<file path="config.mk">
export PLATFORM = sky130hd
export DESIGN_NAME = imem_boot_loader
export DESIGN_NICKNAME = d
export VERILOG_FILES = /design/src/rtl/imem_boot_loader.sv
export SDC_FILE = /design/constraint.sdc
export NUM_CORES = 1
export LEC_CHECK = 0
export BUFFER_PORTS_ARGS = -buffer_cell sky130_fd_sc_hd__buf_2
export CAP_MARGIN = 20
export CORE_ASPECT_RATIO = 2
export CORE_MARGIN = 2
export CORE_UTILIZATION = 35
export DETAILED_ROUTE_END_ITERATION = 8
export GPL_TIMING_DRIVEN = 0
export PLACE_DENSITY = 0.63
export SLEW_MARGIN = 20
export SYNTH_ARGS = -nofsm -noshare
export SYNTH_HDL_FRONTEND = slang
export SYNTH_SLANG_ARGS = --single-unit
</file>
<file path="constraint.sdc">
create_clock -name clk -period 3.4 [get_ports clk]
set_input_delay 0.17 -clock clk [delete_from_list [all_inputs] [get_ports clk]]
set_output_delay 0.17 -clock clk [all_outputs]
set_load 0.02 [all_outputs]
</file>
<file path="src/rtl/imem_boot_loader.sv">
// imem_boot_loader: receives a program image as a byte stream, packs little-endian
// 32-bit words into instruction memory, and holds the processor in reset until the
// image checksum verifies.
// Packet: LEN_LO, LEN_HI (N words), 4*N instruction bytes, CSUM (XOR of instruction bytes).
// Ports:
//   clk, reset (sync, active-low)    clock / reset
//   start                            restart a load from DONE or ERR
//   in_valid, in_data, in_ready      byte stream handshake
//   mem_we, mem_addr, mem_wdata      instruction-memory write port (one-cycle strobe)
//   cpu_reset                        processor reset, released after a verified load
//   done, error, error_code          load status (01 length, 10 checksum, 11 timeout)
module imem_boot_loader #(
  parameter int unsigned DEPTH_W = 8,
  parameter int unsigned TIMEOUT = 1024
) (
  input  logic               clk,
  input  logic               reset,
  input  logic               start,
  input  logic               in_valid,
  input  logic [7:0]         in_data,
  output logic               in_ready,
  output logic               mem_we,
  output logic [DEPTH_W-1:0] mem_addr,
  output logic [31:0]        mem_wdata,
  output logic               cpu_reset,
  output logic               done,
  output logic               error,
  output logic [1:0]         error_code
);

  localparam int unsigned CNT_W = DEPTH_W + 1;
  localparam int unsigned TMR_W = (TIMEOUT < 2) ? 1 : $clog2(TIMEOUT + 1);
  localparam logic [16:0] CAPACITY = 17'(1) << DEPTH_W;

  localparam logic [1:0] ERR_LEN  = 2'b01;
  localparam logic [1:0] ERR_CSUM = 2'b10;
  localparam logic [1:0] ERR_TMO  = 2'b11;

  typedef enum logic [2:0] {
    S_LEN0, S_LEN1, S_DATA, S_CSUM, S_DONE, S_ERR
  } state_t;

  state_t             state;
  logic [7:0]         len_lo;
  logic [CNT_W-1:0]   nwords;
  logic [CNT_W-1:0]   word_cnt;
  logic [1:0]         byte_cnt;
  logic [23:0]        word_buf;
  logic [7:0]         csum;
  logic [TMR_W-1:0]   tmr;

  logic               xfer_c;
  logic [15:0]        len_c;
  logic               timing_c;
  logic               tmo_c;

  assign xfer_c   = in_valid & in_ready;
  assign len_c    = {in_data, len_lo};
  // Idle timer only runs once a packet has started and until its checksum arrives
  assign timing_c = (state == S_LEN1) || (state == S_DATA) || (state == S_CSUM);
  assign tmo_c    = (TIMEOUT != 0) && timing_c && !xfer_c && (32'(tmr) == TIMEOUT - 1);

  // Loader state machine with registered outputs
  always_ff @(posedge clk) begin
    if (!reset) begin
      state      <= S_LEN0;
      in_ready   <= 1'b0;
      mem_we     <= 1'b0;
      mem_addr   <= '0;
      mem_wdata  <= '0;
      cpu_reset  <= 1'b1;
      done       <= 1'b0;
      error      <= 1'b0;
      error_code <= 2'b00;
      len_lo     <= '0;
      nwords     <= '0;
      word_cnt   <= '0;
      byte_cnt   <= '0;
      word_buf   <= '0;
      csum       <= '0;
      tmr        <= '0;
    end else begin
      mem_we <= 1'b0;
      if (timing_c) tmr <= xfer_c ? '0 : tmr + TMR_W'(1);

      case (state)
        S_LEN0: begin
          in_ready <= 1'b1;
          if (xfer_c) begin
            len_lo <= in_data;
            tmr    <= '0;
            state  <= S_LEN1;
          end
        end

        S_LEN1: begin
          if (xfer_c) begin
            if (17'(len_c) > CAPACITY) begin
              state      <= S_ERR;
              in_ready   <= 1'b0;
              error      <= 1'b1;
              error_code <= ERR_LEN;
            end else if (len_c == 16'd0) begin
              state <= S_CSUM;
            end else begin
              nwords <= CNT_W'(len_c);
              state  <= S_DATA;
            end
          end
        end

        S_DATA: begin
          if (xfer_c) begin
            csum     <= csum ^ in_data;
            byte_cnt <= byte_cnt + 2'd1;
            if (byte_cnt == 2'd3) begin
              mem_we    <= 1'b1;
              mem_addr  <= DEPTH_W'(word_cnt);
              mem_wdata <= {in_data, word_buf};
              word_cnt  <= word_cnt + CNT_W'(1);
              if (word_cnt == nwords - CNT_W'(1)) state <= S_CSUM;
            end else begin
              word_buf[8*byte_cnt +: 8] <= in_data;
            end
          end
        end

        S_CSUM: begin
          if (xfer_c) begin
            in_ready <= 1'b0;
            if (in_data == csum) begin
              state     <= S_DONE;
              done      <= 1'b1;
              cpu_reset <= 1'b0;
            end else begin
              state      <= S_ERR;
              error      <= 1'b1;
              error_code <= ERR_CSUM;
            end
          end
        end

        S_DONE, S_ERR: begin
          if (start) begin
            state      <= S_LEN0;
            in_ready   <= 1'b1;
            done       <= 1'b0;
            error      <= 1'b0;
            error_code <= 2'b00;
            cpu_reset  <= 1'b1;
            len_lo     <= '0;
            nwords     <= '0;
            word_cnt   <= '0;
            byte_cnt   <= '0;
            word_buf   <= '0;
            csum       <= '0;
            tmr        <= '0;
          end
        end

        default: state <= S_LEN0;
      endcase

      // Timeout overrides: it can only fire on a cycle with no transfer
      if (tmo_c) begin
        state      <= S_ERR;
        in_ready   <= 1'b0;
        error      <= 1'b1;
        error_code <= ERR_TMO;
      end
    end
  end

endmodule

</file>
==> metrics.json <==
{
  "result_of_the_run": {"value": "finished clean"},
  "post_cts.resized_instances": {"value": 0},
  "whs_path_depth": {"value": 3},
  "timing.reg2reg.worst_path_depth": {"value": 7},
  "power": {"value": 3.80, "unit": "mW"},
  "detail_route.iter0.violations": {"value": 328},
  "static-leakage-power": {"value": 2.35, "unit": "nW"},
  "groute.layer.met2.usage": {"value": 28.8, "unit": "%"},
  "synth_top_family_by_area": {"value": "simple AND/OR/NAND/NOR gates"},
  "total_negative_slack_for_setup_checks": {"value": 0, "unit": "ns"},
  "critical_path.cell_chain": {"value": "nor3b_1 > a21boi_1 > a21oi_1 > o21a_1 > buf_2 > nand3_1 > a21oi_1"},
  "worst_ep_required_time": {"value": 3.75, "unit": "ns"},
  "worstSetupPathType": {"value": "flip-flop to flip-flop"},
  "cell_row_count": {"value": 64},
  "cts.htree.levels": {"value": 4},
  "worst_ir_drop_vdd": {"value": 0.000419, "unit": "V"},
  "max-clock-path-buffers": {"value": 2},
  "synthesized_cell_area": {"value": 5380, "unit": "µm²"},
  "vias_per_cell": {"value": 5.25},
  "synthMostInstantiatedCell": {"value": "dfxtp_1"},
  "ys_dominant_reg_cell": {"value": "dfxtp_1"},
  "synth_seq_cells": {"value": 121},
  "timing.final.ws_setup": {"value": 1.04, "unit": "ns"},
  "design.portCount": {"value": 59},
  "finalHoldViolations": {"value": 0},
  "most_used_standard_cells_in_the_synthesized_netlist": {"value": "121 x dfxtp_1, 120 x nand2_1, 102 x a21oi_1"},
  "max_freq": {"value": 423, "unit": "MHz"},
  "worstMarginPinSlew": {"value": 0.962, "unit": "ns"},
  "synth_top_cell_area_share": {"value": 45.0, "unit": "%"},
  "place_ws": {"value": 1.07, "unit": "ns"},
  "timing.final.setup_violations": {"value": 0},
  "die_h": {"value": 179, "unit": "µm"},
  "post_synth_fa_ha_maj_area_fraction": {"value": 1.63, "unit": "%"},
  "port_buffers": {"value": 51},
  "holdCritStartpoint": {"value": "start"},
  "synth_simple_gate_area_share": {"value": 26.0, "unit": "%"},
  "use_met3": {"value": 3.26, "unit": "%"},
  "global_route_congestion_overflow_total": {"value": 0},
  "fillCellCount": {"value": 1524},
  "place_area": {"value": 5900, "unit": "µm²"},
  "finalNetCount": {"value": 771},
  "synth-edff-count": {"value": 0},
  "post_layout_minimum_cycle_time": {"value": 2.36, "unit": "ns"},
  "critical_path.top_delay_family": {"value": "compound AO/OA/AOI/OAI gates"},
  "fin_area": {"value": 6520, "unit": "µm²"},
  "synth_xor_xnor_area_share": {"value": 4.23, "unit": "%"},
  "post_cts_buffers": {"value": 0},
  "areaGrowthSynthToFinish": {"value": 21.2, "unit": "%"},
  "postSynth.asyncResetShare": {"value": 0, "unit": "%"},
  "drive_above_1_share": {"value": 13.6, "unit": "%"},
  "post_synth_num_cell_types": {"value": 56},
  "grt_start_max_net_pins": {"value": 17},
  "detailedRoute.firstPassIterationCount": {"value": 5},
  "ctsRootBufferMaster": {"value": "clkbuf_16"},
  "slew-limit-headroom": {"value": 35.4, "unit": "%"},
  "mapped_nets": {"value": 701},
  "cts_hold_buffers": {"value": 0},
  "worstReg2RegEnd": {"value": "word_buf[23]$_SDFFE_PN0P_"},
  "cap_viol_max_count": {"value": 0},
  "worstPathMaxFanout": {"value": 10},
  "rsz_0062_raised_after_global_routing": {"value": "no"},
  "postRouteWirelength": {"value": 14.3, "unit": "mm"},
  "hold_path.class": {"value": "primary input to flip-flop"},
  "post_synth_mux_area_share": {"value": 0.372, "unit": "%"},
  "cts_inserted_buffers": {"value": 17},
  "post_synthesis_compound_gate_area_fraction": {"value": 18.5, "unit": "%"},
  "grt_first_pass_wirelength": {"value": 23.6, "unit": "mm"},
  "worst_path_clk_slew": {"value": 0.06, "unit": "ns"},
  "final.period_utilization": {"value": 69.5, "unit": "%"},
  "critPathCaptureType": {"value": "flip-flop"},
  "floorplan.initialDensity": {"value": 35.6, "unit": "%"},
  "tritoncts": {"value": "done"},
  "grt_use_total": {"value": 18.1, "unit": "%"},
  "initial_antenna_violation_count": {"value": 0},
  "critPathLaunch": {"value": "state[1]$_SDFFE_PP0P_"},
  "launch_instance_of_the_worst_register_to_register_path": {"value": "state[1]$_SDFFE_PP0P_"},
  "critical_path.startpoint_type": {"value": "flip-flop"},
  "core_region_area": {"value": 15100, "unit": "µm²"},
  "detail-route-antenna-nets": {"value": 0},
  "rrSetupSlack": {"value": 1.04, "unit": "ns"},
  "die-width": {"value": 91.7, "unit": "µm"},
  "insertion_delay": {"value": 0.42, "unit": "ns"},
  "critical_path_buf_inv_count": {"value": 1},
  "gpl.final_weighted_congestion": {"value": 0.833},
  "dpl.hpwl": {"value": 9.87, "unit": "mm"},
  "clock_sink_count": {"value": 121},
  "critPathArrivalTime": {"value": 2.71, "unit": "ns"},
  "synthesis.instances": {"value": 682},
  "worst_path_largest_cell_delay": {"value": 0.51, "unit": "ns"},
  "timing.hold.worst_endpoint": {"value": "cpu_reset$_SDFFE_PN1P_"},
  "num_vias": {"value": 5051},
  "critical_path_depth": {"value": 7},
  "crit_path_top_delay_cell": {"value": "nor3b_1"},
  "power.density_cell_area": {"value": 583, "unit": "nW/µm²"},
  "finClkSkew": {"value": 0.00580, "unit": "ns"},
  "number_of_global_route_vias_before_repair": {"value": 4717},
  "critical-path-top-cell-by-count": {"value": "a21oi_1"},
  "yosys.area.top_type": {"value": "dfxtp_1"},
  "global_route.usage.met1": {"value": 23.5, "unit": "%"},
  "grt-busiest-layer": {"value": "met2"},
  "post_synth.cell_area_avg": {"value": 7.89, "unit": "µm²"},
  "insertedDiodeCount": {"value": 0},
  "routedWlPerCell": {"value": 14.9, "unit": "µm"},
  "seq_area_frac_synth": {"value": 45.0, "unit": "%"},
  "die_area": {"value": 16400, "unit": "µm²"},
  "timing.final.max_slew_violations": {"value": 0},
  "number_of_design_rule_violations_left_after_detail_routing": {"value": 0},
  "synth_area_leaders": {"value": "dfxtp_1 45%, a21oi_1 9.5%, nand2_1 8.4%"},
  "synth.yosys.warnings": {"value": 0}
}
through the flow:
step	hold WS [ns]	util, %	instances
global route	0.159	43.1	963
CTS	0.101	43.1	963
finish	0.104	43.1	963
floorplan	0.354	-	682
global placement	0.438	38.9	931
detailed placement	0.443	39.0	931
cells in the final DEF (no fill, tap or decap), drive strengths merged, types with 3 or more instances in the layout:
cell type	count
o21ai	30
clkbuf	54
nand2	120
nor4	6
nor3	10
a21oi	103
or4	5
nand3	36
buf	60
xnor2	20
dfxtp	121
a22o	8
and2	3
nand3b	4
nor2	63
nand4	15
bufinv	3
and3	3
a41oi	3
or3	4
inv	12
clkinv	6
xor2	6
nand2b	25
a31oi	5
o21a	5
ha	7
kinds of logic (layout without fill, tap and decap cells):
| logic type | Yosys count | after routing |
|---|---|---|
| and+or+nand+nor | 302 | 302 |
| AOI/OAI and AO/OA | 171 | 171 |
| DFF | 121 | 121 |
| buffers and inverters | 53 | 136 |
| xor gates and xnor gates | 26 | 26 |
| adders and majority gates | 7 | 7 |
| muxes | 2 | 2 |
layout make-up:
| class | count | area (µm²) | share of cell area, % |
|---|---|---|---|
| plain buffers | 43 | 191 | 2.94 |
| flip-flops and latches | 121 | 2420 | 37.2 |
| inverters | 10 | 37.5 | 0.576 |
| clock inverters | 12 | 166 | 2.55 |
| well taps | 198 | 248 | 3.80 |
| repair buffers | 51 | 255 | 3.91 |
| clock buffers | 20 | 457 | 7.00 |
| multi-input cells | 508 | 2740 | 42.1 |
worst max-delay path by stage:
stage          slack (ns)                         to
6_report             1.04  word_buf[23]$_SDFFE_PN0P_
5_1_grt              0.76  word_buf[20]$_SDFFE_PN0P_
4_1_cts              1.04  word_buf[20]$_SDFFE_PN0P_
3_5_place_dp         1.07  word_buf[20]$_SDFFE_PN0P_
3_3_place_gp          1.0  word_buf[20]$_SDFFE_PN0P_
2_1_floorplan        1.45     nwords[1]$_SDFFE_PN0P_
state kept, by name, summed over array words and instances, names as in the netlist:
name        flops
mem_we          1
in_ready        1
nwords          9
word_cnt        9
done            1
mem_wdata      32
csum            8
cpu_reset       1
error_code      2
tmr            11
len_lo          8
byte_cnt        2
error           1
mem_addr        8
state           3
word_buf       24
routing by layer:
metal	part of all wire [%]	vias up
li1	-	2507
met1	45	2357
met2	46	153
met3	4.9	34
met4	3.3	0
met5	0	-
worst register-to-register path, cell delays in order (launching register included):
cell,delay [ns]
dfxtp_1,0.43
nor3b_1,0.51
a21boi_1,0.22
a21oi_1,0.31
o21a_1,0.30
buf_2,0.25
nand3_1,0.11
a21oi_1,0.17
where the power goes:
| group | internal [mW] | leakage, nW | switching (mW) |
|---|---|---|---|
| combinational | 0.141 | 1.07 | 0.295 |
| sequential | 1.45 | 0.976 | 0.0288 |
| clock | 1.20 | 0.303 | 0.680 |
No activity file was read; power rests on OpenSTA's default activity.
